File: config.mk
export PLATFORM = sky130hd
export DESIGN_NAME = dma_multichannel_timing_ctrl
export DESIGN_NICKNAME = d
export VERILOG_FILES = /design/src/rtl/dma_multichannel_timing_ctrl.sv
export SDC_FILE = /design/constraint.sdc
export NUM_CORES = 1
export LEC_CHECK = 0
export CAP_MARGIN = 20
export CORE_MARGIN = 2
export CORE_UTILIZATION = 54
export DETAILED_ROUTE_END_ITERATION = 12
export HOLD_SLACK_MARGIN = 0.1
export PLACE_DENSITY_LB_ADDON = 0.3
export RECOVER_POWER = 100
export SLEW_MARGIN = 20
export SYNTH_ARGS = -nofsm -noshare
export SYNTH_HDL_FRONTEND = slang
export SYNTH_SLANG_ARGS = --single-unit
File: constraint.sdc
create_clock -name CLK -period 4.85 [get_ports CLK]
set_input_delay 0.7275 -clock CLK [delete_from_list [all_inputs] [get_ports CLK]]
set_output_delay 0.7275 -clock CLK [all_outputs]
set_load 0.03 [all_outputs]
File: src/rtl/dma_multichannel_timing_ctrl.sv
// 8237-style DMA timing/control FSM: per-channel address/count, fixed priority, single/block modes.
// Optional feature: define DMA_AUTOINIT_EN for per-channel base registers and autoinit reload.
module dma_multichannel_timing_ctrl #(
    parameter int unsigned NUM_CH = 4,
    parameter int unsigned ADDR_W = 16,
    parameter int unsigned CNT_W  = 16,
    localparam int unsigned CH_W  = (NUM_CH > 1) ? $clog2(NUM_CH) : 1
) (
    input  logic              CLK,
    input  logic              RESET,
    input  logic [NUM_CH-1:0] DREQ,
    input  logic              HLDA,
    input  logic              READY,
    input  logic              EOP_N_IN,
    input  logic              cfg_we,
    input  logic [CH_W-1:0]   cfg_ch,
    input  logic [ADDR_W-1:0] cfg_addr,
    input  logic [CNT_W-1:0]  cfg_count,
    input  logic [4:0]        cfg_mode,
    output logic              HRQ,
    output logic [NUM_CH-1:0] DACK,
    output logic              AEN,
    output logic              ADSTB,
    output logic [ADDR_W-1:0] ADDR_OUT,
    output logic              MEMR_N,
    output logic              MEMW_N,
    output logic              IOR_N,
    output logic              IOW_N,
    output logic              EOP_N_OUT,
    output logic [NUM_CH-1:0] TC,
    output logic              BUSY
);

    typedef enum logic [2:0] {StSi, StS0, StS1, StS2, StS3, StS4} state_e;

    state_e state_q, state_d;

    logic [ADDR_W-1:0] cur_addr_q [NUM_CH];
    logic [CNT_W-1:0]  cur_cnt_q  [NUM_CH];
    logic [4:0]        mode_q     [NUM_CH];
    logic [NUM_CH-1:0] enable_q;
    logic [NUM_CH-1:0] tc_q;
    logic [CH_W-1:0]   ch_q;
    logic              eop_seen_q;
    logic              hlda_lost_q;
`ifdef DMA_AUTOINIT_EN
    logic [ADDR_W-1:0] base_addr_q [NUM_CH];
    logic [CNT_W-1:0]  base_cnt_q  [NUM_CH];
`endif

    logic [NUM_CH-1:0] eligible;
    logic              any_elig;
    logic [CH_W-1:0]   win_ch;
    logic [ADDR_W-1:0] act_addr;
    logic [CNT_W-1:0]  act_cnt;
    logic [4:0]        act_mode;
    logic              terminal;
    logic              ext_eop;
    logic              hlda_gone;
    logic              cfg_ok;

    assign eligible  = DREQ & enable_q;
    assign any_elig  = |eligible;
    assign act_addr  = cur_addr_q[ch_q];
    assign act_cnt   = cur_cnt_q[ch_q];
    assign act_mode  = mode_q[ch_q];
    assign terminal  = (state_q == StS4) && (act_cnt == '0);
    assign ext_eop   = eop_seen_q | ~EOP_N_IN;
    assign hlda_gone = hlda_lost_q | ~HLDA;
    assign cfg_ok    = cfg_we && (state_q == StSi) && !HLDA;

`ifndef DMA_AUTOINIT_EN
    logic unused_autoinit;
    assign unused_autoinit = act_mode[4];
`endif

    // Lowest index wins: scan downwards so the last hit is the smallest.
    always_comb begin
        win_ch = '0;
        for (int i = NUM_CH - 1; i >= 0; i--) begin
            if (eligible[i]) win_ch = CH_W'(i);
        end
    end

    always_ff @(posedge CLK) begin
        if (RESET) state_q <= StSi;
        else       state_q <= state_d;
    end

    always_comb begin
        state_d = state_q;
        unique case (state_q)
            StSi: if (!cfg_ok && any_elig) state_d = StS0;
            StS0: begin
                if (!any_elig || !EOP_N_IN) state_d = StSi;
                else if (HLDA)              state_d = StS1;
            end
            StS1: state_d = StS2;
            StS2: state_d = StS3;
            StS3: if (READY) state_d = StS4;
            StS4: begin
                if (terminal || ext_eop || hlda_gone) state_d = StSi;
                else if (act_mode[2])                 state_d = StS1;
                else                                  state_d = StSi;
            end
            default: state_d = StSi;
        endcase
    end

    always_ff @(posedge CLK) begin
        if (RESET) begin
            for (int i = 0; i < NUM_CH; i++) begin
                cur_addr_q[i]  <= '0;
                cur_cnt_q[i]   <= '0;
                mode_q[i]      <= '0;
`ifdef DMA_AUTOINIT_EN
                base_addr_q[i] <= '0;
                base_cnt_q[i]  <= '0;
`endif
            end
            enable_q    <= '0;
            tc_q        <= '0;
            ch_q        <= '0;
            eop_seen_q  <= 1'b0;
            hlda_lost_q <= 1'b0;
        end else begin
            if (cfg_ok && (int'(cfg_ch) < int'(NUM_CH))) begin
                cur_addr_q[cfg_ch]  <= cfg_addr;
                cur_cnt_q[cfg_ch]   <= cfg_count;
                mode_q[cfg_ch]      <= cfg_mode;
                enable_q[cfg_ch]    <= 1'b1;
                tc_q[cfg_ch]        <= 1'b0;
`ifdef DMA_AUTOINIT_EN
                base_addr_q[cfg_ch] <= cfg_addr;
                base_cnt_q[cfg_ch]  <= cfg_count;
`endif
            end
            if (state_q == StS0 && state_d == StS1) ch_q <= win_ch;
            // Abort conditions are remembered for the word in flight only.
            if (state_q == StS1 || state_q == StS2 || state_q == StS3) begin
                eop_seen_q  <= eop_seen_q | ~EOP_N_IN;
                hlda_lost_q <= hlda_lost_q | ~HLDA;
            end else begin
                eop_seen_q  <= 1'b0;
                hlda_lost_q <= 1'b0;
            end
            if (state_q == StS4) begin
                cur_addr_q[ch_q] <= act_mode[3] ? act_addr - ADDR_W'(1) : act_addr + ADDR_W'(1);
                cur_cnt_q[ch_q]  <= act_cnt - CNT_W'(1);
                if (terminal || ext_eop) begin
                    tc_q[ch_q]     <= 1'b1;
                    enable_q[ch_q] <= 1'b0;
                end
`ifdef DMA_AUTOINIT_EN
                if (terminal && act_mode[4]) begin
                    cur_addr_q[ch_q] <= base_addr_q[ch_q];
                    cur_cnt_q[ch_q]  <= base_cnt_q[ch_q];
                    enable_q[ch_q]   <= 1'b1;
                end
`endif
            end
        end
    end

    always_comb begin
        HRQ       = 1'b0;
        DACK      = '0;
        AEN       = 1'b0;
        ADSTB     = 1'b0;
        ADDR_OUT  = '0;
        MEMR_N    = 1'b1;
        MEMW_N    = 1'b1;
        IOR_N     = 1'b1;
        IOW_N     = 1'b1;
        EOP_N_OUT = 1'b1;
        TC        = tc_q;
        BUSY      = (state_q != StSi);
        if (state_q != StSi) HRQ = 1'b1;
        if (state_q inside {StS1, StS2, StS3, StS4}) begin
            AEN      = 1'b1;
            ADDR_OUT = act_addr;
            for (int i = 0; i < NUM_CH; i++) DACK[i] = (ch_q == CH_W'(i));
        end
        if (state_q == StS1) ADSTB = 1'b1;
        if (state_q == StS2 || state_q == StS3) begin
            if (act_mode[1:0] == 2'b01) begin
                IOR_N  = 1'b0;
                MEMW_N = 1'b0;
            end else if (act_mode[1:0] == 2'b10) begin
                MEMR_N = 1'b0;
                IOW_N  = 1'b0;
            end
        end
        if (terminal) EOP_N_OUT = 1'b0;
    end

endmodule

Word level (Yosys, flattened, before mapping)
Memories as Yosys holds them, arrays and structs flattened. A register that Yosys moved wholly into a read port is not among the register bits.
Index checks and enable logic that the tools add are counted.
W data, S select, Z words.
{ "totals": {"ff_bits": 15, "ramBits": 148, "input_bits": 49, "output_inout_bits": 33, "word_cells": 132, "n_memories": 3} }
{ "mem_list": {"columns": ["memory", "depth", "word_bits", "rd", "rd_clocked_by_memory_dff", "write_ports", "line", "text"], "rows": [
  ["cur_addr_q", 4, 16, 1, 1, 4, "38", "logic [ADDR_W-1:0] cur_addr_q [NUM_CH];"],
  ["cur_cnt_q", 4, 16, 1, 1, 4, "39", "logic [CNT_W-1:0] cur_cnt_q [NUM_CH];"],
  ["mode_q", 4, 5, 1, 1, 4, "40", "logic [4:0] mode_q [NUM_CH];"]
]} }
{ "op_classes": {"n_addsub": 3, "order_cmp": 4, "n_eq_ne": 11, "muxes": 64, "n_bitwise": 12, "n_reduce_logical": 29} }
{ "op_table": {"columns": ["op", "count"], "rows": [
  ["$mux W16", 6],
  ["$reduce_or A16 Y1", 4],
  ["$mux W4", 9],
  ["$mux W2", 17],
  ["$sub A16 B1 Y16 const B", 2],
  ["$mux W1", 24],
  ["$pmux W3 S6", 1],
  ["$add A16 B1 Y16 const B", 1],
  ["$logic_not A16 Y1", 1],
  ["$and A4 B4 Y4", 3],
  ["$mux W3", 4],
  ["$eq A3 B2 Y1 const B", 3],
  ["$not A4 Y4", 2],
  ["$or A4 B4 Y4", 2],
  ["$logic_and A1 B1 Y1", 7],
  ["$eq A2 B2 Y1 const B", 3],
  ["$eq A3 B3 Y1 const B", 2],
  ["$logic_or A1 B1 Y1", 6],
  ["$lt A2 B3 Y1 const B", 2],
  ["$mux W5", 1],
  ["$reduce_or A5 Y1", 1],
  ["$demux W1 S2", 2],
  ["$eq A2 B1 Y1 const B", 2],
  ["$ge A2 B1 Y1 const B", 2],
  ["other kinds (10)", 16]
]} }

Logic depth before layout (Yosys ltp)
{ "logic_depth": {"word_depth": 11, "ltp_mapped": 13, "depth_no_buf": 9} }

Worst setup path after synthesis
No wires, ideal clock.
{ "synth_timing": {"kind": "register to register", "start": "register (tool-made name)", "end": "memory cur_addr_q[2][11] (data pin)", "arrival_ps": 3387, "required_time_ps": 4581, "slack_ps": 1194, "path_stages_with_launch": 13, "path_buffers": 4, "cell_sequence": "dfxtp_1 > buf_6 > buf_12 > buf_12 > buf_2 > mux4_2 > ha_1 > a2111o_1 > a222oi_1 > nor3_1 > nor3_2 > mux2i_1 > a21oi_1"} }
{ "synth_rtl": {"columns": ["item", "line"], "rows": [
  ["end: declaration", "38"]
]} }

==> impl_metrics.yaml <==
worst_setup_path:
  worstSetupPathType: "reg -> out"
  crit_path_cell_trace: "buf_4 -> mux4_2 -> nor4_2 -> and4bb_2 -> nand2_1 -> dlygate4sd3_1"
  startpoint_type: "register"
  crit_slowest_cell: "dlygate4sd3_1"
  cp-end-kind: "output pin"
  path_max_fanout: 27
  arrival_ps: 3820
  path_buf_inv: 2
  cpPeakStageDelay_ps: 700
  worst_ep_required_time_ps: 4120
  cp_top_family: "buffers and inverters"
  r2r_setup_slack_ps: 680
routing:
  drc: 0
  detail_route.iter0.violations: 482
  vias: 5876
  drtPass1Iterations: 7
  ant_nets: 0
  vias_per_cell: 5.92
  drt-wirelength-per-cell_um: 19.7
  routed_wl_um: 19500
die:
  fp.dieH_um: 129
  die_x_um: 129
  initial_core_util: 0.554
  core-area_mm2: 0.0153
  die-area_mm2: 0.0167
  row_count: 45
  num_io_pins: 82
timing:
  fin_hold_ws_ps: 479
  tns_ps: 0
  setup_viol_count_final: 0
  period_minus_slack_ps: 4540
  finalHoldViolCount: 0
  fin_worst_skew_ps: 7.33
  setup_ws_ps: 306
  tightest_slew_ps: 2340
  post-route-period-util: 0.937
  rsz0062_at_grt: "false"
  maxSlewViolCount: 94
  slew_headroom: -0.559
  max_freq_mhz: 220
cells_and_area:
  final_area_mm2: 0.00988
  n_antenna_cell: 0
  nets: 835
  final_util: 0.647
  final_cells: 992
  drive_above_1_share: 0.0819
  area_growth_pct: 16.8
  fillers: 1175
synth:
  synth_enable_flop_cells: 144
  yosysWarnings: 0
  postSynthAreaPerCell_um2: 12.2
  ys_ff_latch: 161
  netlist_instances: 696
  async_flop_share: 0
  synthFlopType: "edfxtp_1"
  syn_nets: 762
  ys_seq_area_frac: 0.551
  syn_area_mm2: 0.00846
  synth_cell_types: 72
place:
  gp_congestion: 0.861
  port_buffers: 80
  placed_cells: 961
  hpwlAfterDp_um: 12500
  dp_slack_ps: 689
  placed_cell_area_mm2: 0.00945
clocking:
  root_buffer: "clkbuf_16"
  cts.sinks: 161
  cts.reportedPaths.clkPinSlew_ps: 60
  cts_buffers: 17
  ctsHoldBuffers: 0
  cts_tree: "built"
  cts_max_level: 4
  post_cts_buffers: 0
  ctsResizeCount: 0
  clock_path_buffers: 2
  clk_latency_ps: 420
run_status:
  status: "finished, violations left"
  failed_checks: "max-capacitance violations, max-slew violations"
job:
  drv_cap: 4
power_and_ir_drop:
  cellLeakagePower_nw: 3.78
  pwr_density_cell_mw_per_mm2: 308
  fin_total_pwr_mw: 3.04
  peakVddDrop_v: 0.000225
global_route:
  antenna_found_initial: 0
  overflow: 0
  grt_max_degree: 33
  grt_usage: 0.247
  grt_pass1_vias: 5946
  grt_pass1_wl_um: 30900
worst_hold_path:
  hp-class: "reg -> reg"
==> logic make-up (layout without fill, tap and decap cells) <==
logic type      count (synthesis)  after routing  share of synthesized area
mux                            42             42                      0.112
compound gates                112            112                     0.0947
buf+inv                        90            175                     0.0488
xor+xnor                       18             18                     0.0186
flops                         161            161                      0.551
fa+ha+maj                      17             17                     0.0260
simple gates                  256            256                      0.149
==> synth_stat cells, types with 3 or more instances <==
| cell type | n | share of area |
|---|---|---|
| a31oi_1 | 5 | 0.0037 |
| o21ai_0 | 5 | 0.0030 |
| nor3_1 | 16 | 0.0095 |
| and2_1 | 17 | 0.013 |
| and3_1 | 8 | 0.0059 |
| nand3b_1 | 3 | 0.0027 |
| dfxtp_1 | 17 | 0.040 |
| a21o_1 | 7 | 0.0062 |
| nand4_1 | 3 | 0.0022 |
| a32oi_1 | 5 | 0.0052 |
| a22oi_1 | 19 | 0.017 |
| buf_2 | 10 | 0.0059 |
| inv_1 | 48 | 0.021 |
| edfxtp_1 | 144 | 0.51 |
| or3_1 | 5 | 0.0037 |
| nand2b_1 | 12 | 0.0089 |
| nand3_1 | 6 | 0.0035 |
| o31ai_1 | 3 | 0.0027 |
| mux4_2 | 17 | 0.045 |
| nor2b_1 | 6 | 0.0044 |
| a211oi_2 | 3 | 0.0044 |
| xor2_1 | 5 | 0.0052 |
| nand4b_1 | 4 | 0.0041 |
| buf_4 | 4 | 0.0035 |
| clkbuf_1 | 24 | 0.011 |
| mux4_1 | 19 | 0.059 |
| ha_1 | 16 | 0.024 |
| mux2i_1 | 4 | 0.0047 |
| a311oi_1 | 3 | 0.0031 |
| a21oi_1 | 30 | 0.018 |
| o22ai_1 | 5 | 0.0037 |
| xnor2_1 | 13 | 0.013 |
| nand2_1 | 27 | 0.012 |
| nor2_1 | 130 | 0.058 |
==> worst paths after layout <==
path / from / to / cells after the start
max: register / EOP_N_OUT / 6
max reg2reg: register / cur_addr_q[3][15]$_DFFE_PP_ / 9
min reg2reg: TC[1]$_SDFF_PP0_ / TC[1]$_SDFF_PP0_ / 2
min: TC[1]$_SDFF_PP0_ / TC[1]$_SDFF_PP0_ / 2
==> worst register-to-register path, cell delays in order, from the launching register on <==
cell and delay (ps):
dfxtp_2 580, buf_4 530, mux4_1 670, ha_1 400, and3_1 210, a222oi_1 540, nor3_1 170, o31a_1 310
a211oi_1 410, inv_1 90
==> cell usage in the layout, fill, tap and decap left out, drive strengths merged, types with 3 or more instances in the layout <==
cell type,instances
and3,8
nor2,130
xor2,5
nand4,3
edfxtp,144
clkdlybuf4s50,44
nand3b,3
a32oi,5
nor4b,3
mux4,36
nand2,28
clkbuf,25
nand3,6
and2,17
mux2i,4
nand2b,13
nor2b,6
a31oi,5
or3,5
a21oi,32
a22oi,19
o22ai,5
clkinv,9
nor4,4
dlygate4sd3,36
ha,16
inv,49
a21o,7
xnor2,13
o31ai,3
o21ai,7
dfxtp,17
or2,3
buf,9
nor3,18
a311oi,3
a211oi,4
nand4b,4
==> layer usage <==
metal  up-vias  GRT usage  wire [um]
met4         0     0.0806        219
li1       2745          -          -
met2       222      0.422       9990
met1      2889      0.320       8050
met5         -          0          0
met3        20     0.0483       1250
==> final cells by class <==
| type | count | area (um2) | area share |
|---|---|---|---|
| sequential | 161 | 4670 | 0.472 |
| inverter | 48 | 180 | 0.0182 |
| multi-input combinational | 445 | 3350 | 0.339 |
| clock inverter | 13 | 96.3 | 0.00975 |
| clock buffer | 18 | 429 | 0.0434 |
| timing repair buffer | 96 | 895 | 0.0906 |
| tap | 211 | 264 | 0.0267 |
==> power breakdown <==
part / internal, mW / total, mW / switching (mW) / leakage (nW)
combinational: 0.0977 / 0.243 / 0.145 / 1.90
sequential: 1.58 / 1.59 / 0.0163 / 1.64
clock: 0.692 / 1.21 / 0.517 / 0.253
total: 2.36 / 3.04 / 0.679 / 3.78
==> flip-flops by register name, indices dropped and copies added, names as in the netlist, named ones only <==
name	cells
state_q	3
ch_q	2
enable_q	4
TC	4
cur_cnt_q	64
cur_addr_q	64
mode_q	16
eop_seen_q	1
hlda_lost_q	1
No activity file was read; power rests on OpenSTA's default activity.
==> RTL change 1: new RTL, same settings <==
Add a define of `DMA_AUTOINIT_EN`.
--- a/src/rtl/dma_multichannel_timing_ctrl.sv
+++ b/src/rtl/dma_multichannel_timing_ctrl.sv
@@ -1,5 +1,7 @@
 // 8237-style DMA timing/control FSM: per-channel address/count, fixed priority, single/block modes.
 // Optional feature: define DMA_AUTOINIT_EN for per-channel base registers and autoinit reload.
+`define DMA_AUTOINIT_EN
+
 module dma_multichannel_timing_ctrl #(
     parameter int unsigned NUM_CH = 4,
     parameter int unsigned ADDR_W = 16,
Check against the original RTL: same outputs for any inputs over 4 cycles, from zero or initial values and one cycle with RESET high; that may be too few to reach the edited logic, so the function may still have changed.
==> RTL change 1 against the unedited design <==
  * The run still ends with max-capacitance violations, max-slew violations left
  * Utilization down 1.9 points
  * Worst setup slack worse by 130 ps
  * Critical path type unchanged
  * Via count rose by 63%
  * Total power is 86% higher
  * Sequential cell count up 132
  * Maximum frequency is 2.7% lower
  * Wire length increased by 83%
  * Critical path depth unchanged
  * Synthesized cell count increased by 59%
  * Register-to-register slack got worse by 420 ps
  * Design area rose by 65%
  * Critical endpoint unchanged
  * Largest cell class unchanged
  * Cell count grew 56%
  * Sequential power grew 84%
  * Synthesized area grew 68%
==> RTL change 1: results (changes against the unedited design) <==
<table>
<tr><th>Metric</th><th>Value</th></tr>
<tr><th colspan="2">Clock network</th></tr>
<tr><td>Number of buffers created by CTS</td><td>30 (+13)</td></tr>
<tr><td>Deepest level of the CTS H-tree</td><td>1 (-3)</td></tr>
<tr><td>Number of clock sinks seen by CTS</td><td>293 (+82%)</td></tr>
<tr><td>Bufs on Longest Clock Path</td><td>3 (+1)</td></tr>
<tr><th colspan="2">STA</th></tr>
<tr><td>Clock skew after layout</td><td>33.71 ps (+26.38 ps)</td></tr>
<tr><td>Relative slew slack</td><td>-79.53% (-24 points)</td></tr>
<tr><td>Peak clock frequency supported by timing</td><td>214.1 MHz (-2.7%)</td></tr>
<tr><td>Max-slew violation count</td><td>174 (+85%)</td></tr>
<tr><th colspan="2">Route</th></tr>
<tr><td>Number of vias after detailed routing</td><td>9595 (+63%)</td></tr>
<tr><td>1st-pass router iterations</td><td>5 (-2)</td></tr>
<tr><td>Iter 0 DRT Violations</td><td>1082 (+120%)</td></tr>
<tr><td>Wire length after detailed routing</td><td>35750 um (+83%)</td></tr>
<tr><td>Average wire length per cell after detail routing</td><td>23.16 um (+18%)</td></tr>
<tr><th colspan="2">Setup path</th></tr>
<tr><td>Slack of the worst reg-to-reg path</td><td>260 ps (-420 ps)</td></tr>
<tr><td>Crit path arrival time</td><td>3940 ps (+120 ps)</td></tr>
<tr><th colspan="2">Cells and area</th></tr>
<tr><td>Net total in the final layout</td><td>1251 (+50%)</td></tr>
<tr><th colspan="2">Logic synthesis</th></tr>
<tr><td>Number of enable-type register cells in the synthesized netlist</td><td>276 (+92%)</td></tr>
<tr><td>Area fraction in compound gates after synthesis</td><td>7.787% (-1.7 points)</td></tr>
<tr><td>Multiplexer area fraction after synthesis</td><td>11.33% (+0.17 points)</td></tr>
<tr><td>Mapped Nets</td><td>1176 (+54%)</td></tr>
<tr><th colspan="2">Power and ir drop</th></tr>
<tr><td>Standby leakage power</td><td>6.117 nW (+62%)</td></tr>
<tr><th colspan="2">Status</th></tr>
<tr><td>Failing checks</td><td>max-capacitance violations, max-slew violations</td></tr>
<tr><td>Result of the run</td><td>finished with violations</td></tr>
<tr><th colspan="2">Placement</th></tr>
<tr><td>HPWL reported at the end of detailed placement</td><td>22740 um (+82%)</td></tr>
<tr><td>Cell area after placement</td><td>15430 um^2 (+63%)</td></tr>
<tr><th colspan="2">Flow run</th></tr>
<tr><td>Number of max-cap violations</td><td>7 (+3)</td></tr>
<tr><th colspan="2">Global route</th></tr>
<tr><td>GRT Overall Usage</td><td>25.92% (+1.2 points)</td></tr>
<tr><td>Maximum number of pins on one net before global-route repair</td><td>45 (+36%)</td></tr>
<tr><td>First-pass GRT wire length</td><td>55050 um (+78%)</td></tr>
</table>
[RTL change 1: changes by cell type after synthesis, moves of 11 or more]
cell      delta
edfxtp_1   +132
nand2_1     +38
mux4_2      +51
inv_1       +31
mux4_1      -19
buf_1       +13
o21ai_0     +13
clkbuf_1    +17
nor2_1      +98
a22oi_1     -15
nand3_1     +11
[RTL change 1: report_power, final]
part           internal [W]  switching, W  total, W
logic              0.000133      0.000246  0.000379
clock network       0.00140      0.000964   0.00237
registers           0.00289     0.0000317   0.00292
total               0.00443       0.00124   0.00567
[RTL change 1: worst max-delay path: cells and delay by family, from the launching register on]
family	cells	cell delay, ps
muxes	1	560
and+or+nand+nor	2	1160
buffers and inverters	3	1100
DFF	1	540
[RTL change 1: cell type report]
type | count | area (um^2) | area share [%]
inverters | 80 | 300.3 | 1.844
multi-input cells | 671 | 4888 | 30.01
flip-flops and latches | 293 | 8636 | 53.02
clock inverters | 21 | 245.2 | 1.506
repair buffers | 109 | 1030 | 6.322
clock buffers | 35 | 769.5 | 4.724
well taps | 335 | 419.2 | 2.573
[RTL change 1: cells by family after synthesis]
group           Yosys count
buf+inv                 146
fa+ha+maj                17
xor+xnor                 20
simple gates            409
compound gates          151
mux                      74
flops                   293
[RTL change 1: path summary, 6_finish.rpt]
path          from         endpoint  cells past startpoint
max           flop        EOP_N_OUT                      6
min          TC[2]            TC[2]                      2
max reg2reg   flop  cur_cnt_q[2][6]                      8
min reg2reg  TC[2]            TC[2]                      2
[RTL change 1: metal layers]
metal | up-vias | share of wire, % | global-route usage [%]
li1 | 4246 | - | -
met1 | 4760 | 40 | 36.03
met2 | 505 | 47 | 41.37
met3 | 84 | 9.7 | 4.862
met4 | 0 | 3.3 | 9.490
met5 | - | 0 | 0
[RTL change 1: through the flow]
step / hold WS (ps) / std cells / util, % / total power, W
6_report: 456.8 / 1544 / 62.86 / 0.005667
5_1_grt: 480.0 / 1544 / 62.86 / 0.005814
4_1_cts: 461.6 / 1543 / 63.47 / 0.005689
3_5_place_dp: 453.3 / 1487 / 59.56 / 0.003360
3_3_place_gp: 440.4 / 1487 / 59.56 / 0.003348
2_1_floorplan: 430.1 / 1110 / - / 0.003193
==> RTL change 2: new RTL, same flow settings <==
Made on the original files. Add an input register stage for `cfg_we` and `cfg_mode`, without a reset; this delays them by one clock. The other inputs are not delayed to match.
--- a/src/rtl/dma_multichannel_timing_ctrl.sv
+++ b/src/rtl/dma_multichannel_timing_ctrl.sv
@@ -33,6 +33,14 @@
 
     typedef enum logic [2:0] {StSi, StS0, StS1, StS2, StS3, StS4} state_e;
 
+    logic cfg_we_q;
+    logic [4:0] cfg_mode_q;
+
+    always_ff @(posedge CLK) begin
+        cfg_we_q   <= cfg_we;
+        cfg_mode_q <= cfg_mode;
+    end
+
     state_e state_q, state_d;
 
     logic [ADDR_W-1:0] cur_addr_q [NUM_CH];
@@ -67,7 +75,7 @@
     assign terminal  = (state_q == StS4) && (act_cnt == '0);
     assign ext_eop   = eop_seen_q | ~EOP_N_IN;
     assign hlda_gone = hlda_lost_q | ~HLDA;
-    assign cfg_ok    = cfg_we && (state_q == StSi) && !HLDA;
+    assign cfg_ok    = cfg_we_q && (state_q == StSi) && !HLDA;
 
 `ifndef DMA_AUTOINIT_EN
     logic unused_autoinit;
@@ -127,7 +135,7 @@
             if (cfg_ok && (int'(cfg_ch) < int'(NUM_CH))) begin
                 cur_addr_q[cfg_ch]  <= cfg_addr;
                 cur_cnt_q[cfg_ch]   <= cfg_count;
-                mode_q[cfg_ch]      <= cfg_mode;
+                mode_q[cfg_ch]      <= cfg_mode_q;
                 enable_q[cfg_ch]    <= 1'b1;
                 tc_q[cfg_ch]        <= 1'b0;
 `ifdef DMA_AUTOINIT_EN
Formal check against the unedited RTL: not equivalent (Yosys sat finds a counterexample within 4 cycles, from zero or initial values and one cycle with RESET high).
==> RTL change 2 against the unedited design <==
  * The run still ends with max-capacitance violations, max-slew violations left
  * Via count up 1.2%
  * Cell count up 1.2%
  * Wire length up 1.2%
  * Synthesized area up 1.2%
  * Worst setup slack worse by 54 ps
  * Design area up 2.2%
  * Clock power up 15%
  * Critical path type unchanged
  * Total power up 7.4%
  * Sequential cell count up 5
  * Largest cell class unchanged
==> RTL change 2: results (changes against the unedited design) <==
<table>
<tr><th>Metric</th><th>Value</th></tr>
<tr><th colspan="2">Global route</th></tr>
<tr><td>First-pass GRT wire length</td><td>30970 um (+0.27%)</td></tr>
<tr><td>Via count of the first global-routing pass</td><td>6139 (+3.2%)</td></tr>
<tr><td>Maximum number of pins on one net before global-route repair</td><td>34 (+3.0%)</td></tr>
<tr><td>GRT Overall Usage</td><td>24.42% (-0.27 points)</td></tr>
<tr><th colspan="2">Logic synthesis</th></tr>
<tr><td>Synth unique cells</td><td>73 (+1.4%)</td></tr>
<tr><td>Post-synthesis sequential area ratio</td><td>55.62% (+0.49 points)</td></tr>
<tr><td>Most numerous cell types in the synthesized netlist</td><td>edfxtp_1 (144), nor2_1 (130), inv_1 (48)</td></tr>
<tr><td>Mapped Nets</td><td>768 (+0.79%)</td></tr>
<tr><td>Avg Inst Size Synth</td><td>12.20 um^2 (+0.38%)</td></tr>
<tr><th colspan="2">Setup path</th></tr>
<tr><td>Crit path arrival time</td><td>3870 ps (+50 ps)</td></tr>
<tr><th colspan="2">Placement</th></tr>
<tr><td>HPWL reported at the end of detailed placement</td><td>12730 um (+1.8%)</td></tr>
<tr><td>Gp weighted congestion</td><td>0.8904 (+3.5%)</td></tr>
<tr><td>Placed Instances</td><td>972 (+1.1%)</td></tr>
<tr><th colspan="2">Flow run</th></tr>
<tr><td>Number of max-cap violations</td><td>3 (-1)</td></tr>
<tr><th colspan="2">Route</th></tr>
<tr><td>Wire length after detailed routing</td><td>19740 um (+1.2%)</td></tr>
<tr><td>Per-cell via count in the routed design</td><td>5.922 (about the same)</td></tr>
<tr><th colspan="2">Status</th></tr>
<tr><td>Result of the run</td><td>finished with violations</td></tr>
<tr><td>Failing checks</td><td>max-capacitance violations, max-slew violations</td></tr>
<tr><th colspan="2">STA</th></tr>
<tr><td>Relative slew slack</td><td>-64.62% (-8.7 points)</td></tr>
<tr><td>Max-slew violation count</td><td>86 (-8.5%)</td></tr>
<tr><th colspan="2">Floorplanning</th></tr>
<tr><td>Initial standard-cell utilization of the core</td><td>54.52% (-0.93 points)</td></tr>
<tr><th colspan="2">Cells and area</th></tr>
<tr><td>Post-route non-filler standard cell count</td><td>1004 (+1.2%)</td></tr>
<tr><td>Number of inserted filler cells in the final layout</td><td>1162 (-1.1%)</td></tr>
<tr><th colspan="2">Power and ir drop</th></tr>
<tr><td>VDD IR-drop max</td><td>0.2619 mV (+16%)</td></tr>
<tr><td>Switch share</td><td>21.60% (-0.70 points)</td></tr>
</table>
## RTL change 2: layer usage
metal | GRT usage (%) | share of wire, %
met5 | 0 | 0
met4 | 9.171 | 1.5
met3 | 4.797 | 6.3
met2 | 42.10 | 52
met1 | 30.82 | 40
## RTL change 2: per-stage QoR
step / cell area [um^2] / total power (W) / hold slack [ps] / setup WS (ps) / utilization, %
global placement: 9552 / 0.001897 / 453.8 / 661.1 / 60.79
global route: 10090 / 0.003364 / 503.9 / 74.49 / 64.25
floorplan: 8566 / 0.001805 / 440.6 / 1194 / -
detailed placement: 9552 / 0.001911 / 463.2 / 628.5 / 60.79
finish: 10090 / 0.003270 / 470.5 / 251.6 / 64.25
CTS: 10170 / 0.003285 / 473.2 / 304.4 / 64.72
## RTL change 2: power by group through the flow
stage                     sequential (W)  combinational (W)  clock, W
after floorplan                  0.00166           0.000148         0
after global placement           0.00166           0.000239         0
after detailed placement         0.00166           0.000246         0
after CTS                        0.00163           0.000248   0.00140
after global routing             0.00164           0.000261   0.00146
final                            0.00164           0.000243   0.00139
## RTL change 2: final timing paths
check	start	to	slack (ps)	depth (start not counted)
hold / removal	TC[3]	TC[3]	470	2
setup / recovery	flop	EOP_N_OUT	250	6
setup reg to reg	flop	cur_addr_q[0][11]	510	9
hold reg to reg	TC[3]	TC[3]	470	2
## RTL change 2: worst max-delay path, cell delays in order, from the launching register on
cell and delay (ps):
dfxtp_2 620, buf_4 500, mux4_2 650, nor4_2 550
and4bb_2 310, nand2_1 80, dlygate4sd3_1 700
## RTL change 2: cells by family (layout without fill, tap and decap cells)
logic type	Yosys count	count (layout)	share of synthesized area (%)
AND/OR/NAND/NOR	256	256	14.78
flip-flops	166	166	55.62
AO/OA/AOI/OAI	114	114	9.436
buffers and inverters	90	176	4.820
multiplexers	42	42	11.03
adder cells (fa/ha/maj)	17	17	2.571
XOR/XNOR	17	17	1.738
## RTL change 2: cell type report
class | instances | area, um^2 | share of cell area, %
Clock buffer | 20 | 466.7 | 4.623
Clock inverter | 12 | 151.4 | 1.500
Inverter | 48 | 180.2 | 1.785
Multi-Input combinational cell | 446 | 3357 | 33.25
Sequential cell | 166 | 4766 | 47.21
Tap cell | 216 | 270.3 | 2.677
Timing Repair Buffer | 96 | 903.4 | 8.949
